===== config.mk =====
export PLATFORM = sky130hd
export DESIGN_NAME = sp_ram_rd_ctrl
export DESIGN_NICKNAME = d
export VERILOG_FILES = /design/src/rtl/sp_ram_rd_ctrl.sv
export SDC_FILE = /design/constraint.sdc
export NUM_CORES = 1
export LEC_CHECK = 0
export ABC_AREA = 1
export CORE_MARGIN = 5
export CORE_UTILIZATION = 51
export DETAILED_ROUTE_END_ITERATION = 8
export PLACE_DENSITY = 0.89
export RECOVER_POWER = 50
export SYNTH_ARGS = -nofsm -noshare
export SYNTH_HDL_FRONTEND = slang
export SYNTH_SLANG_ARGS = --single-unit

===== constraint.sdc =====
create_clock -name clk -period 2.09 [get_ports clk]
set_clock_uncertainty 0.1 [all_clocks]
set_input_delay 0.627 -clock clk [delete_from_list [all_inputs] [get_ports clk]]
set_output_delay 0.627 -clock clk [all_outputs]
set_load 0.02 [all_outputs]

===== src/rtl/sp_ram_rd_ctrl.sv =====
// rtl/sp_ram_rd_ctrl.sv - burst read engine for sp_ram with latency tracking and credit-limited skid FIFO
//
// Purpose: accepts a start/base/len command, issues sequential RAM reads, tracks the
// fixed RAM read latency and streams the returned words to a valid/ready sink.
// Ports:
//   clk, rst_n            clock, asynchronous active-low reset
//   start, base, len      command strobe (taken only while idle), first address, word count
//   busy, done            command in progress, 1-cycle completion pulse
//   ram_clrrdy            RAM clear finished; reads held off while 0
//   ram_we, ram_addr      RAM write enable (always 0), read address
//   ram_dout              RAM read data, valid G_RDLAT cycles after ram_addr
//   out_vld/out_rdy       sink handshake
//   out_dat/out_last      sink word and end-of-burst marker
module sp_ram_rd_ctrl #(
    parameter int G_ADDR   = 10,
    parameter int G_WIDTH  = 16,
    parameter int G_RDLAT  = 1,
    parameter int G_FDEPTH = G_RDLAT + 1
) (
    input  logic               clk,
    input  logic               rst_n,
    input  logic               start,
    input  logic [G_ADDR-1:0]  base,
    input  logic [G_ADDR:0]    len,
    output logic               busy,
    output logic               done,
    input  logic               ram_clrrdy,
    output logic               ram_we,
    output logic [G_ADDR-1:0]  ram_addr,
    input  logic [G_WIDTH-1:0] ram_dout,
    output logic               out_vld,
    input  logic               out_rdy,
    output logic [G_WIDTH-1:0] out_dat,
    output logic               out_last
);
    localparam int PW = (G_FDEPTH > 1) ? $clog2(G_FDEPTH) : 1;
    localparam int CW = $clog2(G_FDEPTH + 1);
    localparam int OW = CW + 1;

    typedef enum logic [1:0] {S_IDLE, S_WAIT, S_ISSUE, S_DRAIN} state_t;

    state_t             state_q, state_d;
    logic [G_ADDR-1:0]  cur_addr_q, cur_addr_d;
    logic [G_ADDR:0]    remain_q, remain_d;
    logic [G_RDLAT-1:0] vld_sr_q, vld_sr_d;
    logic [G_RDLAT-1:0] last_sr_q, last_sr_d;
    logic [G_WIDTH-1:0] fifo_dat_q [G_FDEPTH];
    logic [G_WIDTH-1:0] fifo_dat_d [G_FDEPTH];
    logic               fifo_last_q [G_FDEPTH];
    logic               fifo_last_d [G_FDEPTH];
    logic [PW-1:0]      rd_ptr_q, rd_ptr_d, wr_ptr_q, wr_ptr_d;
    logic [CW-1:0]      cnt_q, cnt_d;
    logic               busy_q, busy_d, done_q, done_d;

    logic [CW-1:0]      inflight;
    logic [OW-1:0]      occ;
    logic               push, pop, issue, head_last;

    function automatic logic [PW-1:0] ptr_inc(input logic [PW-1:0] p);
        return (p == PW'(G_FDEPTH - 1)) ? '0 : p + 1'b1;
    endfunction

    assign ram_we    = 1'b0;
    assign ram_addr  = cur_addr_q;
    assign busy      = busy_q;
    assign done      = done_q;
    assign out_vld   = (cnt_q != '0);
    assign out_dat   = fifo_dat_q[rd_ptr_q];
    assign head_last = fifo_last_q[rd_ptr_q];
    assign out_last  = out_vld & head_last;

    always_comb begin
        inflight = '0;
        for (int i = 0; i < G_RDLAT; i++) begin
            inflight = inflight + CW'(vld_sr_q[i]);
        end
        push = vld_sr_q[G_RDLAT-1];
        pop  = out_vld & out_rdy;
        // A word leaving the FIFO this cycle frees its slot for a read issued now,
        // which keeps one word per cycle flowing with the minimum FIFO depth.
        occ   = OW'(inflight) + OW'(cnt_q);
        issue = (state_q == S_ISSUE) & ram_clrrdy & (occ < OW'(G_FDEPTH) + OW'(pop));

        vld_sr_d     = vld_sr_q;
        last_sr_d    = last_sr_q;
        vld_sr_d[0]  = issue;
        last_sr_d[0] = issue & (remain_q == (G_ADDR+1)'(1));
        for (int i = 1; i < G_RDLAT; i++) begin
            vld_sr_d[i]  = vld_sr_q[i-1];
            last_sr_d[i] = last_sr_q[i-1];
        end

        fifo_dat_d  = fifo_dat_q;
        fifo_last_d = fifo_last_q;
        wr_ptr_d    = wr_ptr_q;
        rd_ptr_d    = rd_ptr_q;
        if (push) begin
            fifo_dat_d[wr_ptr_q]  = ram_dout;
            fifo_last_d[wr_ptr_q] = last_sr_q[G_RDLAT-1];
            wr_ptr_d              = ptr_inc(wr_ptr_q);
        end
        if (pop) begin
            rd_ptr_d = ptr_inc(rd_ptr_q);
        end
        cnt_d = cnt_q;
        if (push && !pop) begin
            cnt_d = cnt_q + 1'b1;
        end else if (!push && pop) begin
            cnt_d = cnt_q - 1'b1;
        end

        state_d    = state_q;
        cur_addr_d = cur_addr_q;
        remain_d   = remain_q;
        done_d     = 1'b0;
        case (state_q)
            S_IDLE: begin
                if (start) begin
                    if (len == '0) begin
                        done_d = 1'b1;
                    end else begin
                        cur_addr_d = base;
                        remain_d   = len;
                        state_d    = ram_clrrdy ? S_ISSUE : S_WAIT;
                    end
                end
            end
            S_WAIT: begin
                if (ram_clrrdy) begin
                    state_d = S_ISSUE;
                end
            end
            S_ISSUE: begin
                if (issue) begin
                    cur_addr_d = cur_addr_q + 1'b1;
                    remain_d   = remain_q - 1'b1;
                    if (remain_q == (G_ADDR+1)'(1)) begin
                        state_d = S_DRAIN;
                    end
                end
            end
            default: begin
                // The last-flagged word is always the final one returned, so its
                // acceptance implies nothing is left in flight or in the FIFO.
                if (pop && head_last) begin
                    state_d = S_IDLE;
                    done_d  = 1'b1;
                end
            end
        endcase
        busy_d = (state_d != S_IDLE);
    end

    always_ff @(posedge clk or negedge rst_n) begin
        if (!rst_n) begin
            state_q    <= S_IDLE;
            cur_addr_q <= '0;
            remain_q   <= '0;
            vld_sr_q   <= '0;
            last_sr_q  <= '0;
            rd_ptr_q   <= '0;
            wr_ptr_q   <= '0;
            cnt_q      <= '0;
            busy_q     <= 1'b0;
            done_q     <= 1'b0;
            for (int i = 0; i < G_FDEPTH; i++) begin
                fifo_dat_q[i]  <= '0;
                fifo_last_q[i] <= 1'b0;
            end
        end else begin
            state_q     <= state_d;
            cur_addr_q  <= cur_addr_d;
            remain_q    <= remain_d;
            vld_sr_q    <= vld_sr_d;
            last_sr_q   <= last_sr_d;
            rd_ptr_q    <= rd_ptr_d;
            wr_ptr_q    <= wr_ptr_d;
            cnt_q       <= cnt_d;
            busy_q      <= busy_d;
            done_q      <= done_d;
            fifo_dat_q  <= fifo_dat_d;
            fifo_last_q <= fifo_last_d;
        end
    end
endmodule

# Yosys cells after proc, flatten, opt, wreduce, memory -nomap -nowiden
# Cells that the tools add are included.
# totals
ff_bits,65
inputBits,42
output_inout_bits,31
elab_cells,89
# classes
add_sub_neg,8
order_cmp,4
n_eq_ne,6
n_mux,36
bitwise_logic,7
reduce_logical,14
# ops
cell,count
$mux W16,4
$mux W11,3
$bwmux W32,1
$mux W10,3
$pmux W11 S2,1
$pmux W10 S2,1
$mux W2,9
$demux W16 S1,1
$eq A11 B1 Y1 const B,1
$logic_not A11 Y1,1
$sub A11 B1 Y11 const B,1
$add A10 B1 Y10 const B,1
$mux W1,9
$reduce_bool A2 Y1,4
$ne A2 B2 Y1 const B,3
$pmux W2 S3,1
$and A1 B1 Y1,5
$ge A2 B2 Y1 const B,2
$logic_and A1 B1 Y1,4
$not A1 Y2,2
$reduce_and A4 Y1,1
$add A1 B2 Y3,1
$add A2 B1 Y3 const A,1
$lt A3 B3 Y1,1
other kinds (12),14

# Depth between registers and ports, before layout
# logic_depth
word_depth,8
mapped_depth,10
ltp_nobuf,10

# Worst setup path before layout
# OpenSTA, ideal clock, no wires.
# synth_timing
kind,register -> output
startpoint,register rd_ptr_q
endpoint,output out_dat[10]
arrival_time_ns,1.116
required_time_ns,1.363
setup_slack_ns,0.247
path_stages_with_launch,6
path_buffers,2
path_cell_list,dfrtp_1 -> buf_2 -> clkinv_1 -> clkbuf_1 -> nand2_1 -> nand2_1
# synth_between
elab_chain_cells,4
# synth_rtl
element,line,source
"start, declared",51,"logic [PW-1:0] rd_ptr_q, rd_ptr_d, wr_ptr_q, wr_ptr_d;"
"start signal, assigned",176,rd_ptr_q <= rd_ptr_d;
$not A1 Y2 (implied by the code),68,assign out_dat = fifo_dat_q[rd_ptr_q];
$mux W16 (implied by the code) (3 in a row),68,
"end, declared",33,"output logic [G_WIDTH-1:0] out_dat,"
# Every way passes these cells. The select of a mux whose other input is x is not followed.

# Worst setup path after layout
# layout_timing
startpoint,register rd_ptr_q
endpoint,output out_last
# layout_between
elab_chain_cells,5
# layout_rtl
element,line,source
$not A1 Y2 (implied by the code),69,assign head_last = fifo_last_q[rd_ptr_q];
$mux W1 (implied by the code) (3 in a row),69,
$and A1 B1 Y1,70,assign out_last = out_vld & head_last;
"end, declared",34,output logic out_last
# Every way passes these cells. The select of a mux whose other input is x is not followed.

==> results_tabular.tex <==
\begin{tabular}{lr}
\hline
Metric & Value \\
\hline
\multicolumn{2}{l}{\textbf{Route}} \\
ANT nets after route & 0 \\
Average wire per cell in the routed design & 13.9 µm \\
Number of vias per cell after detailed routing & 5.16 \\
Detailed Route WL & 9.09 mm \\
Vias after detailed routing & 3378 \\
DR iter-0 viols & 154 \\
Total DRC errors in the routed layout & 0 \\
First drt pass iteration count & 5 \\
\multicolumn{2}{l}{\textbf{Synthesis}} \\
Flip-flop and latch count after synthesis & 65 \\
Number of enable flip-flop cells after synthesis & 0 \\
Post-synthesis instance area & 3440 µm² \\
Async set or reset register ratio after synthesis & 1.00 \\
Synth Area per Inst & 7.18 µm² \\
Synth unique cells & 25 \\
Post-Syn Nets & 528 \\
Share of synthesized area occupied by flip-flops and latches & 0.472 \\
Post-synthesis cell count & 480 \\
Number of warnings reported in the yosys synthesis log & 0 \\
Most used flip-flop cell after synthesis & sky130\_fd\_sc\_hd\_\_dfrtp\_1 \\
\multicolumn{2}{l}{\textbf{Run}} \\
Max-cap viol count & 0 \\
\multicolumn{2}{l}{\textbf{Outcome}} \\
Failing checks & setup timing \\
Result of the run & finished with violations \\
\multicolumn{2}{l}{\textbf{Floorplanning}} \\
Height of the die & 92.2 µm \\
Floorplan row count & 30 \\
Initial core utilization & 0.516 \\
\# IOs & 73 \\
Die X-Extent & 92.2 µm \\
Area of the core & 6680 µm² \\
Die area & 8500 µm² \\
\multicolumn{2}{l}{\textbf{Critical path}} \\
Slowest-stage cell, CP & sky130\_fd\_sc\_hd\_\_dfrtp\_1 \\
Kind of launch point of the worst setup path & flop \\
Arrival time reported for the critical path endpoint & 1.40 ns \\
Capturing element type of the critical path & output port \\
Reg2Reg Launch Point & cnt\_q[0] \\
Delay of the slowest cell on the worst path & 0.41 ns \\
Cells traversed along the worst timing path & buf\_6 > buf\_8 > nand2\_4 > a21oi\_2 > buf\_4 \\
Top delay family on crit path & buffers and inverters \\
Worst-path maximum fanout & 6 \\
Sum of buffers and inverters on the critical path & 3 \\
Category of the critical setup timing path & reg2out \\
Critical Path RT & 1.36 ns \\
Startpoint of the worst setup timing path & rd\_ptr\_q \\
\multicolumn{2}{l}{\textbf{Timing}} \\
Hold Violations, Final & 0 \\
Final count of negative-setup-slack endpoints & 1 \\
Transition time of the tightest slew-check pin & 1.44 ns \\
Final worst-path cycle share & 1.02 \\
Relative max-transition margin & 0.0389 \\
Time the final worst path needs with I/O delays and setup & 2.13 ns \\
Max frequency & 469 MHz \\
Final Slew Violations & 0 \\
Worst Setup Slack, final & -0.0409 ns \\
RSZ-0062 raised after global routing & yes \\
\multicolumn{2}{l}{\textbf{Placed design}} \\
IO Port Bufs & 71 \\
HPWL after DPL & 6.23 mm \\
Post-placement cell count & 635 \\
Area post-placement & 4360 µm² \\
RePlAce Congestion & 0.862 \\
\multicolumn{2}{l}{\textbf{GRT}} \\
Wire length of the first global-routing pass & 15.2 mm \\
Grt peak-use layer & met2 \\
Met1 usage in global routing & 0.270 \\
Met3 usage in global routing & 0.0582 \\
Vias in the first global route & 3315 \\
Grt ovf & 0 \\
Tot GR Track Use & 0.223 \\
GRT met2 Usage & 0.389 \\
Number of antenna violations at the first check in global routing & 0 \\
Largest net degree at the start of global routing & 36 \\
\multicolumn{2}{l}{\textbf{Power and ir drop}} \\
Total Power & 0.00716 W \\
Leak Pwr & 2.44 nW \\
Ratio of total power to cell area & 1570 nW/µm² \\
Max rail drop VDD & 0.724 mV \\
\multicolumn{2}{l}{\textbf{Layout}} \\
Ratio of cells with drive above 1 in the final layout & 0.129 \\
Layout Nets & 618 \\
N\_diodes & 0 \\
Non-filler cells, final & 655 \\
Area of all placed cells without fillers & 4560 µm² \\
P\&R area growth vs syn & 32.4\% \\
\multicolumn{2}{l}{\textbf{Clocking}} \\
Clock latency reported for the late side of the worst-skew pair & 0.34 ns \\
Total number of clock tree sinks & 65 \\
Clk slew on worst S/H paths & 0.08 ns \\
TritonCTS clock tree & done \\
Root buffer selected by CTS & sky130\_fd\_sc\_hd\_\_clkbuf\_8 \\
Maximum buffer depth of the clock tree & 2 \\
Num CTS Buffers & 9 \\
CTS H-tree depth & 3 \\
\multicolumn{2}{l}{\textbf{Min path}} \\
Worst hold path startpoint & fifo\_dat\_q[0] \\
Type of the most critical hold path & reg2reg \\
\hline
\end{tabular}
power by group:
group / switching, W / internal, W / leakage [nW]
logic: 0.00227 / 0.00148 / 1.54
clock network: 0.000526 / 0.000560 / 0.100
registers: 0.000467 / 0.00185 / 0.801
worst paths after layout:
kind                                        to  slack (ns)  depth (start not counted)
worst max-delay path                  out_last       -0.04                          5
worst min-delay path             fifo_dat_q[0]        0.39                          2
worst max register to register     remain_q[5]        0.18                         10
worst min register to register   fifo_dat_q[0]        0.39                          2
max in group asynchronous       fifo_dat_q[16]        0.54                          1
min in group asynchronous       fifo_dat_q[15]        0.50                          1
cells by family (layout without fill, tap and decap cells):
| logic type | after synthesis | count (layout) | synth area share |
|---|---|---|---|
| compound gates | 61 | 61 | 0.0894 |
| xor+xnor | 3 | 3 | 0.00763 |
| fa+ha+maj | 6 | 6 | 0.0218 |
| buf+inv | 73 | 168 | 0.0883 |
| flops | 65 | 65 | 0.472 |
| other cells | 1 | 1 | 0.00109 |
| simple gates | 271 | 271 | 0.320 |
cell usage in the layout (no fill, tap or decap), types with 3 or more instances in the layout:
cell type	count
sky130_fd_sc_hd__a21oi_1	4
sky130_fd_sc_hd__buf_12	3
sky130_fd_sc_hd__buf_2	13
sky130_fd_sc_hd__buf_4	21
sky130_fd_sc_hd__buf_6	4
sky130_fd_sc_hd__clkbuf_8	9
sky130_fd_sc_hd__clkdlybuf4s50_1	42
sky130_fd_sc_hd__dfrtp_1	65
sky130_fd_sc_hd__dlygate4sd2_1	9
sky130_fd_sc_hd__ha_1	6
sky130_fd_sc_hd__inv_1	52
sky130_fd_sc_hd__nand2_1	197
sky130_fd_sc_hd__nand3_1	33
sky130_fd_sc_hd__nand4_1	3
sky130_fd_sc_hd__nor2_1	23
sky130_fd_sc_hd__o21ai_0	54
sky130_fd_sc_hd__or2_2	7
synth_stat cells (2+ instances only):
| cell type | count | area [µm²] |
|---|---|---|
| sky130_fd_sc_hd__nor3_1 | 2 | 10.0 |
| sky130_fd_sc_hd__dfrtp_1 | 65 | 1630 |
| sky130_fd_sc_hd__buf_2 | 6 | 30.0 |
| sky130_fd_sc_hd__nor2_1 | 23 | 86.3 |
| sky130_fd_sc_hd__nand2_1 | 199 | 747 |
| sky130_fd_sc_hd__clkbuf_1 | 9 | 33.8 |
| sky130_fd_sc_hd__buf_4 | 2 | 15.0 |
| sky130_fd_sc_hd__a21oi_1 | 5 | 25.0 |
| sky130_fd_sc_hd__nand3_1 | 33 | 165 |
| sky130_fd_sc_hd__buf_6 | 2 | 22.5 |
| sky130_fd_sc_hd__inv_1 | 53 | 199 |
| sky130_fd_sc_hd__nand4_1 | 3 | 18.8 |
| sky130_fd_sc_hd__ha_1 | 6 | 75.1 |
| sky130_fd_sc_hd__o21ai_0 | 54 | 270 |
| sky130_fd_sc_hd__or2_2 | 7 | 43.8 |
| sky130_fd_sc_hd__xor2_1 | 2 | 17.5 |
through the flow:
stage | setup slack (ns) | hold WS, ns | util | setup TNS (ns)
after floorplan | 0.247 | 0.231 | - | 0
after global placement | -0.0975 | 0.366 | 0.652 | -1.23
after detailed placement | -0.188 | 0.374 | 0.652 | -2.89
after CTS | 0.00193 | 0.185 | 0.672 | 0
after global routing | -0.0860 | 0.412 | 0.682 | -0.130
final | -0.0409 | 0.390 | 0.682 | -0.0409
flip-flops by register name, indices dropped and copies added (netlist names):
name	flops
push	1
rd_ptr_q	1
state_q	2
cnt_q	2
ram_addr	10
fifo_last_q	2
done	1
fifo_dat_q	32
wr_ptr_q	1
busy	1
remain_q	11
last_sr_q	1
per-layer routing:
layer	vias up	share of wire
met5	-	0
met4	0	0.014
met3	13	0.075
met2	142	0.51
met1	1553	0.40
li1	1670	-
cell type report:
| class | instances | area (µm²) |
|---|---|---|
| flip-flops and latches | 65 | 1630 |
| clock inverters | 7 | 77.6 |
| repair buffers | 98 | 898 |
| well taps | 80 | 100 |
| multi-input cells | 342 | 1530 |
| inverters | 54 | 205 |
| clock buffers | 9 | 124 |
| fillers | 554 | 2120 |
what timing repair did:
item / in CTS / in global routing
gates resized for setup: 82 / 15
pin swaps: 1 / 2
endpoints found under the setup margin: 27 / 6
buffers inserted: 1 / 2
hold buffers: 0 / 0
gates cloned: 0 / 1
worst min-delay path, cell delays in order, from the launching register on:
cell and delay, ns:
sky130_fd_sc_hd__dfrtp_1 0.35, sky130_fd_sc_hd__nand2_1 0.05, sky130_fd_sc_hd__o21ai_0 0.06
Note: power is estimated with default switching activity, not from simulation.
